`src/rtl/sprite_motion.sv`:
```
// Per-frame sprite position generator: steps (x,y) by (vx,vy) on each vsync rising edge,
// reflecting velocity at the playfield edges, with pause and synchronous load.
module sprite_motion #(
   parameter int MAX_X   = 200,
   parameter int MAX_Y   = 150,
   parameter int INIT_X  = 0,
   parameter int INIT_Y  = 0,
   parameter int INIT_VX = 3,
   parameter int INIT_VY = 2
) (
   input  logic               i_pix_clk,
   input  logic               i_reset,
   input  logic               i_vert_sync,
   input  logic               i_enable,
   input  logic               i_load,
   input  logic signed [15:0] i_load_x,
   input  logic signed [15:0] i_load_y,
   input  logic signed [15:0] i_load_vx,
   input  logic signed [15:0] i_load_vy,
   output logic signed [15:0] o_x_coord,
   output logic signed [15:0] o_y_coord,
   output logic signed [15:0] o_x_vel,
   output logic signed [15:0] o_y_vel,
   output logic               o_bounce_x,
   output logic               o_bounce_y,
   output logic               o_update
);

   typedef enum logic [1:0] {IDLE, STEP_X, STEP_Y} state_t;

   localparam logic signed [16:0] LIM_X = 17'(MAX_X);
   localparam logic signed [16:0] LIM_Y = 17'(MAX_Y);

   state_t state_q, state_d;
   logic   vs_q, rise;
   logic signed [15:0] x_q, x_d, y_q, y_d, vx_q, vx_d, vy_q, vy_d;
   logic   bx_pend_q, bx_pend_d;
   logic   bounce_x_q, bounce_x_d, bounce_y_q, bounce_y_d, update_q, update_d;
   logic signed [15:0] stx_pos, stx_vel, sty_pos, sty_vel;
   logic   stx_b, sty_b;

   // -32768 has no positive counterpart, so it is never stored
   function automatic logic signed [15:0] sat_vel(input logic signed [15:0] v);
      return (v == 16'sh8000) ? 16'sh8001 : v;
   endfunction

   function automatic void step_axis(
      input  logic signed [15:0] pos,
      input  logic signed [15:0] vel,
      input  logic signed [16:0] lim,
      output logic signed [15:0] pos_n,
      output logic signed [15:0] vel_n,
      output logic               bounce
   );
      logic signed [16:0] nxt;
      nxt    = {pos[15], pos} + {vel[15], vel};
      pos_n  = nxt[15:0];
      vel_n  = vel;
      bounce = 1'b0;
      if (nxt >= lim) begin
         pos_n  = 16'(lim - 17'sd1);
         vel_n  = sat_vel(-vel);
         bounce = 1'b1;
      end else if (nxt < 17'sd0) begin
         pos_n  = '0;
         vel_n  = sat_vel(-vel);
         bounce = 1'b1;
      end
   endfunction

   assign rise = i_vert_sync & ~vs_q;

   always_comb begin
      step_axis(x_q, vx_q, LIM_X, stx_pos, stx_vel, stx_b);
      step_axis(y_q, vy_q, LIM_Y, sty_pos, sty_vel, sty_b);
   end

   always_ff @(posedge i_pix_clk) begin
      if (i_reset) state_q <= IDLE;
      else         state_q <= state_d;
   end

   always_comb begin
      state_d = state_q;
      if (i_load) begin
         state_d = IDLE;
      end else begin
         case (state_q)
            IDLE:    if (rise && i_enable) state_d = STEP_X;
            STEP_X:  state_d = STEP_Y;
            STEP_Y:  state_d = IDLE;
            default: state_d = IDLE;
         endcase
      end
   end

   always_comb begin
      x_d        = x_q;
      y_d        = y_q;
      vx_d       = vx_q;
      vy_d       = vy_q;
      bx_pend_d  = bx_pend_q;
      bounce_x_d = 1'b0;
      bounce_y_d = 1'b0;
      update_d   = 1'b0;
      if (i_load) begin
         x_d       = i_load_x;
         y_d       = i_load_y;
         vx_d      = sat_vel(i_load_vx);
         vy_d      = sat_vel(i_load_vy);
         bx_pend_d = 1'b0;
      end else begin
         case (state_q)
            STEP_X: begin
               x_d       = stx_pos;
               vx_d      = stx_vel;
               bx_pend_d = stx_b;
            end
            STEP_Y: begin
               y_d        = sty_pos;
               vy_d       = sty_vel;
               bounce_x_d = bx_pend_q;
               bounce_y_d = sty_b;
               update_d   = 1'b1;
            end
            default: ;
         endcase
      end
   end

   // vsync history resets high so a vsync already high at reset release is not an edge
   always_ff @(posedge i_pix_clk) begin
      if (i_reset) begin
         vs_q       <= 1'b1;
         x_q        <= 16'(INIT_X);
         y_q        <= 16'(INIT_Y);
         vx_q       <= 16'(INIT_VX);
         vy_q       <= 16'(INIT_VY);
         bx_pend_q  <= 1'b0;
         bounce_x_q <= 1'b0;
         bounce_y_q <= 1'b0;
         update_q   <= 1'b0;
      end else begin
         vs_q       <= i_vert_sync;
         x_q        <= x_d;
         y_q        <= y_d;
         vx_q       <= vx_d;
         vy_q       <= vy_d;
         bx_pend_q  <= bx_pend_d;
         bounce_x_q <= bounce_x_d;
         bounce_y_q <= bounce_y_d;
         update_q   <= update_d;
      end
   end

   assign o_x_coord  = x_q;
   assign o_y_coord  = y_q;
   assign o_x_vel    = vx_q;
   assign o_y_vel    = vy_q;
   assign o_bounce_x = bounce_x_q;
   assign o_bounce_y = bounce_y_q;
   assign o_update   = update_q;

endmodule
```
`config.mk`:
```
export PLATFORM = sky130hd
export DESIGN_NAME = sprite_motion
export DESIGN_NICKNAME = d
export VERILOG_FILES = /design/src/rtl/sprite_motion.sv
export SDC_FILE = /design/constraint.sdc
export NUM_CORES = 1
export LEC_CHECK = 0
export BUFFER_PORTS_ARGS = -buffer_cell sky130_fd_sc_hd__buf_2
export CAP_MARGIN = 30
export CORE_ASPECT_RATIO = 1.1
export CORE_MARGIN = 2
export CORE_UTILIZATION = 30
export DETAILED_ROUTE_END_ITERATION = 12
export PLACE_DENSITY = 0.51
export SYNTH_ARGS = -nofsm -noshare
export SYNTH_HDL_FRONTEND = slang
export SYNTH_SLANG_ARGS = --single-unit
```
`constraint.sdc`:
```
create_clock -name i_pix_clk -period 3.2 [get_ports i_pix_clk]
set_input_delay 0 -clock i_pix_clk [delete_from_list [all_inputs] [get_ports i_pix_clk]]
set_output_delay 0 -clock i_pix_clk [all_outputs]
set_load 0.01 [all_outputs]
```
Word-level counts from Yosys, hierarchy flattened --
Index checks and enable logic that the tools add are counted.
Word-level totals: ROM bits 0, bits in latches 0, memories 0, memory bits (writable) 0, output and inout bits 67, flip-flop bits (word level) 71, word-level logic and storage cells 65, bits of input ports 69
Cells by class: div/mod/pow operators 0, reduce and logical (&&, ||, !) cells 10, $lt $le $gt $ge 4, equality and inequality tests 7, shift operators 0, add/subtract/negate cells 4, bitwise logic cells 3, $mul 0, multiplexer cells 27
Operators by type and width (number):
- $mux W16 | 20
- $eq A16 B16 Y1 const B | 4
- $add A16 B16 Y17 | 2
- $ge A17 B9 Y1 const B | 2
- $lt A17 B1 Y1 const B | 2
- $neg A16 Y16 | 2
- $reduce_bool A3 Y1 | 2
- $mux W1 | 5
- $pmux W2 S2 | 1
- $reduce_and A2 Y1 | 2
- $reduce_bool A2 Y1 | 2
- $reduce_or A3 Y1 | 1
- $eq A2 B1 Y1 const B | 1
- $eq A2 B2 Y1 const B | 1
- $logic_not A2 Y1 | 1
- $mux W2 | 1
- $ne A2 B2 Y1 const B | 1
- $not A1 Y1 | 2
- $reduce_or A2 Y1 | 1
- $and A1 B1 Y1 | 1
- $logic_and A1 B1 Y1 | 1

Longest topological paths before layout --
word-level depth 7, gate-level depth with buffers 13, mapped depth without buffers 12

Least setup slack after synthesis --
No wires, ideal clock.
path type register to register, start reg vy_q[0] (netlist: o_y_vel[0]), end reg vy_q[1] (netlist: o_y_vel[1]), path slack -0.140 ns, data arrival time 3.269 ns, cell stages (with the launch flop) 13, required time 3.128 ns, library setup time 0.072 ns, clock period less this slack 3.340 ns, buffers on the path 0, cells stage by stage dfxtp_1 > ha_1 > inv_1 > fa_1 > nand2b_1 > a21oi_1 > o21a_1 > a21oi_1 > o31a_1 > nor4_1 > a21oi_1 > nor2_2 > mux2i_1
On the way: longest elaborated chain between the ends 7, elaborated cells on any way between the ends 12, those cells by class add/sub (2); order compare (2); eq/ne (1); mux (5); reduce/logical (2)
Ends and longest elaborated chain:
- start: declaration | RTL line 36 | logic signed [15:0] x_q, x_d, y_q, y_d, vx_q, vx_d, vy_q, vy_d;
- start signal: assignment | RTL line 138 | vy_q <= 16'(INIT_VY);
- start signal: assignment | RTL line 148 | vy_q <= vy_d;
- branches (longest 7 deep; another with $add A16 B16 Y17)
Parallel ways; which one is timed is not known. The select of a mux whose other input is x is not followed. A chain may end at the register's enable or synchronous reset.

Worst setup path after layout --
start reg y_q[0] (netlist: o_y_coord[0]), end reg vy_q[0] (netlist: o_y_vel[0])
On the way: longest elaborated chain between the ends 5, elaborated cells on any way between the ends 8, those cells by class add/sub (1); order compare (2); mux (3); reduce/logical (2)
Ends and longest elaborated chain:
- start: declaration | RTL line 36
- start signal: assignment | RTL line 136 | y_q <= 16'(INIT_Y);
- start signal: assignment | RTL line 146 | y_q <= y_d;
- $add A16 B16 Y17 * | RTL line 56 | nxt = {pos[15], pos} + {vel[15], vel};
- $ge A17 B9 Y1 | RTL line 60 | if (nxt >= lim) begin
- $mux W16 | RTL line 60
- $mux W16 | RTL line 113 | case (state_q)
- $mux W16 | RTL line 106 | if (i_load) begin
Every way passes the cells marked *; elsewhere a longest branch is shown, timed or not. The select of a mux whose other input is x is not followed.

==> tab_implementation.tex <==
\begin{tabular}{lr}
\hline
Metric & Value \\
\hline
\multicolumn{2}{l}{\textbf{Min path}} \\
\quad Min-Delay Path Class & primary input to flip-flop \\
\multicolumn{2}{l}{\textbf{STA}} \\
\quad Setup skew after layout & 0.0133 ns \\
\quad TNS Setup & 0 ns \\
\quad Worst max-slew margin expressed relative to the limit & 39.2\% \\
\quad Final max-slew violation count & 0 \\
\quad Achievable clock frequency & around 320 MHz \\
\quad Setup repair after global routing missed its margin & yes \\
\quad Final setup violation count & 0 \\
\quad Final Hold Viols & 0 \\
\quad Clock period minus worst slack & between 3 and 4 ns \\
\quad Actual slew at the worst max-slew pin & around 0.91 ns \\
\quad Fraction of the cycle the final worst path needs & between 90\% and 100\% \\
\multicolumn{2}{l}{\textbf{Synth}} \\
\quad Async S/R FF share, synth & 0\% \\
\quad Unique cell type count in the Yosys netlist & 78 \\
\quad Cell area after synthesis & between 5000 and 6000 um2 \\
\quad Number of synthesized flops with an enable pin & 0 \\
\quad Post-synthesis sequential element count & 71 \\
\quad Register area share after synthesis & between 20\% and 30\% \\
\quad Yosys warning count & 0 \\
\quad Commonest register cell after synthesis & sky130\_fd\_sc\_hd\_\_dfxtp\_1 \\
\quad Dominant cells by area after synthesis & sky130\_fd\_sc\_hd\_\_dfxtp\_1, sky130\_fd\_sc\_hd\_\_a21oi\_1, sky130\_fd\_sc\_hd\_\_ha\_1, sky130\_fd\_sc\_hd\_\_nor2\_1, sky130\_fd\_sc\_hd\_\_and3\_1 \\
\quad Total nets after synthesis & around 850 \\
\quad Library cell occupying the most area in the post-synthesis netlist & sky130\_fd\_sc\_hd\_\_dfxtp\_1 \\
\quad Syn\_area\_per\_cell & 7.60 um2 \\
\quad Fraction of synthesized cell area taken by the top area cell type & about a quarter \\
\quad Syn Inst Count & 742 \\
\multicolumn{2}{l}{\textbf{Detailed routing}} \\
\quad Iter 0 DRT Violations & roughly 370 \\
\quad Vias & approximately 6800 \\
\quad Post-route antenna net violation count & 0 \\
\quad Post-detailed-route DRC marker count & 0 \\
\quad Length of routed wiring on met1 & approximately 9900 um \\
\quad WL per Instance & between 15 and 20 um \\
\quad Detail-routed via count per cell & between 5 and 6 \\
\quad Number of detailed-route iterations in the first pass & 5 \\
\quad Highest signal layer in the routed design & met4 \\
\quad Routed met2 length & 11000 um \\
\quad Routed wire length & between 20000 and 25000 um \\
\quad WL met3 & $\sim$1000 um \\
\multicolumn{2}{l}{\textbf{CTS}} \\
\quad Cts bufs inserted & 9 \\
\quad Max clock buf depth & 2 \\
\quad TritonCTS clock tree & done \\
\quad Max H-tree Level & 3 \\
\quad Library cell used as clock root buffer & sky130\_fd\_sc\_hd\_\_clkbuf\_16 \\
\quad Clock-pin slew on the worst setup and hold paths & roughly 0.070 ns \\
\quad Num Clock Sinks & 71 \\
\quad Insertion delay of the later-clocked pin in the worst-skew pair & between 0.3 and 0.4 ns \\
\multicolumn{2}{l}{\textbf{Job}} \\
\quad Max-capacitance violation count & 0 \\
\multicolumn{2}{l}{\textbf{Power}} \\
\quad Static Leak & between 0.003 and 0.004 uW \\
\quad Power density relative to cell area & about 370 nW/um2 \\
\quad Worst supply voltage drop on vdd & 0.247 mV \\
\multicolumn{2}{l}{\textbf{Finish}} \\
\quad \# diodes & 0 \\
\quad Synthesis-to-finish area growth & 46.0\% \\
\quad Number of nets in the final layout & 1095 \\
\quad Fin cells & 1237 \\
\quad Fill cells & around 1900 \\
\quad Share of cells above drive strength 1 & a little under a third \\
\quad Most frequent cells in the layout & sky130\_fd\_sc\_hd\_\_buf\_2, sky130\_fd\_sc\_hd\_\_buf\_4, sky130\_fd\_sc\_hd\_\_a21oi\_1 \\
\quad Most common library cell in the layout ignoring fill and taps & sky130\_fd\_sc\_hd\_\_buf\_2 \\
\multicolumn{2}{l}{\textbf{Setup path}} \\
\quad Number of cells traversed by the worst register-to-register path & 13 \\
\quad Critical R2R Capture & o\_y\_vel[0] \\
\quad R2R setup slack & 0.08 ns \\
\quad Startpoint of the worst setup timing path & o\_y\_coord[0] \\
\quad End point of the critical path & o\_y\_vel[0] \\
\quad Endpoint class of the critical path & flip-flop \\
\quad Worst Path Class, Setup & flip-flop to flip-flop \\
\quad Critical path data required time & around 3.4 ns \\
\quad Origin of the critical flop-to-flop path & o\_y\_coord[0] \\
\quad Category of the worst setup path launch point & flip-flop \\
\quad Arrival time worst endpoint & 3.37 ns \\
\quad Critical path fanouts, max & 5 \\
\multicolumn{2}{l}{\textbf{GRT}} \\
\quad Tot GR Track Use & a little over a fifth \\
\quad Via count of the first global-routing pass & approximately 6500 \\
\quad Initial antenna violation count & 0 \\
\quad GRT Residual Overflow & 0 \\
\quad Pin count of the biggest net entering global routing & 66 \\
\quad Global-route wire length before repair & 34300 um \\
\multicolumn{2}{l}{\textbf{Floorplanning}} \\
\quad Boundary pin count & roughly 140 \\
\quad Chip width & $\sim$130 um \\
\quad Die area & roughly 20000 um2 \\
\quad Core Region & about 18000 um2 \\
\quad Number of rows in the core area & 52 \\
\quad Starting density of the core & a little under a third \\
\quad Floorplan die height & $\sim$150 um \\
\multicolumn{2}{l}{\textbf{Placed design}} \\
\quad Number of I/O port buffers & 135 \\
\quad \# placed instances & roughly 1200 \\
\quad Global placer's final weighted congestion & 0.902 \\
\quad Final HPWL from detailed placement & 16500 um \\
\multicolumn{2}{l}{\textbf{Run status}} \\
\quad Run status & complete, no violations \\
\hline
\end{tabular}
[worst min-delay path by stage]
stage            startpoint          to  slack [ns]  cells after the start
6_report       i_load_vx[1]  o_x_vel[1]        0.04                      3
5_1_grt        i_load_vy[5]  o_y_vel[5]        0.06                      3
4_1_cts        i_load_vx[1]  o_x_vel[1]        0.02                      3
3_5_place_dp    i_vert_sync        vs_q        0.21                      2
3_3_place_gp    i_vert_sync        vs_q        0.21                      2
2_1_floorplan   i_vert_sync        vs_q        0.11                      1
[critical path: stages, from the launching register on]
cell                       delay, ns
sky130_fd_sc_hd__dfxtp_2        0.36
sky130_fd_sc_hd__ha_4           0.14
sky130_fd_sc_hd__inv_1          0.05
sky130_fd_sc_hd__fa_2           0.38
sky130_fd_sc_hd__nand2b_4       0.16
sky130_fd_sc_hd__a21oi_4        0.19
sky130_fd_sc_hd__o21bai_4       0.09
sky130_fd_sc_hd__a221oi_2       0.26
sky130_fd_sc_hd__o211ai_1       0.22
sky130_fd_sc_hd__nor4_4         0.41
sky130_fd_sc_hd__a21o_1         0.26
sky130_fd_sc_hd__buf_4          0.17
sky130_fd_sc_hd__a21oi_1        0.06
sky130_fd_sc_hd__o221a_2        0.25
[power by group]
part,switching (uW),leakage (uW),total (uW),internal (uW)
Combinational,562,0.00292,1030,473
Sequential,59.8,0.000587,1000,940
Clock,425,0.000139,1030,602
[synth_stat cells (11+ instances only)]
master,n
sky130_fd_sc_hd__nor2_1,69
sky130_fd_sc_hd__a22oi_1,11
sky130_fd_sc_hd__nand4_1,12
sky130_fd_sc_hd__a31oi_1,13
sky130_fd_sc_hd__a21oi_1,85
sky130_fd_sc_hd__nand2_1,46
sky130_fd_sc_hd__nor4_1,12
sky130_fd_sc_hd__nor3_1,32
sky130_fd_sc_hd__clkbuf_1,26
sky130_fd_sc_hd__inv_1,21
sky130_fd_sc_hd__xor2_1,12
sky130_fd_sc_hd__ha_1,34
sky130_fd_sc_hd__nand2b_1,15
sky130_fd_sc_hd__and3_1,31
sky130_fd_sc_hd__a211oi_1,23
sky130_fd_sc_hd__o21ai_0,35
sky130_fd_sc_hd__dfxtp_1,71
sky130_fd_sc_hd__xnor2_1,19
sky130_fd_sc_hd__nand3_1,21
[flip-flops by register name, summed over array words and instances (netlist names)]
| signal | count |
|---|---|
| bx_pend_q | 1 |
| o_x_coord | 16 |
| o_x_vel | 16 |
| vs_q | 1 |
| o_bounce_x | 1 |
| o_y_vel | 16 |
| o_update | 1 |
| state_q | 2 |
| o_y_coord | 16 |
| o_bounce_y | 1 |
[per-stage QoR]
step / utilization [%] / total power (uW) / hold WS, ns / setup slack [ns] / cell area [um2]
global route: 44.7 / 3220 / 0.0622 / -0.104 / 8240
floorplan: - / 1540 / 0.107 / 0.0449 / 5650
detailed placement: 38.7 / 1920 / 0.210 / -0.136 / 7130
CTS: 43.1 / 3020 / 0.0211 / 0.0308 / 7940
finish: 44.7 / 3060 / 0.0399 / 0.0757 / 8240
global placement: 38.7 / 1920 / 0.206 / -0.117 / 7120
[metal layers]
metal	global-route usage [%]	vias to the layer above
met5	0	-
met4	7.16	0
met1	27.6	3206
li1	-	3327
met3	2.57	32
met2	38.5	212
[what timing repair did]
item / in CTS / in global routing
buffers inserted: 1 / 8
pin swaps: 2 / 29
hold buffers: 47 / 0
gates resized for setup: 7 / 52
hold endpoints to repair: 47 / 0
endpoints found under the setup margin: 29 / 42
[cells by family (layout without fill, tap and decap cells)]
group | count (synthesis) | after routing | share of synthesized area (%)
flops | 71 | 71 | 25.2
buf+inv | 60 | 312 | 4.37
xor+xnor | 31 | 31 | 4.81
compound gates | 262 | 262 | 31.1
fa+ha+maj | 36 | 36 | 8.25
simple gates | 280 | 280 | 25.9
mux | 2 | 2 | 0.355
[cell type report]
cell class,instances,area [um2],area share (%)
clock buffers,10,229,2.78
well taps,243,304,3.69
flip-flops and latches,71,1430,17.3
inverters,22,82.6,1.00
multi-input cells,611,4240,51.5
repair buffers,275,1890,22.9
clock inverters,5,60.1,0.729
No activity file was read; power rests on OpenSTA's default activity.
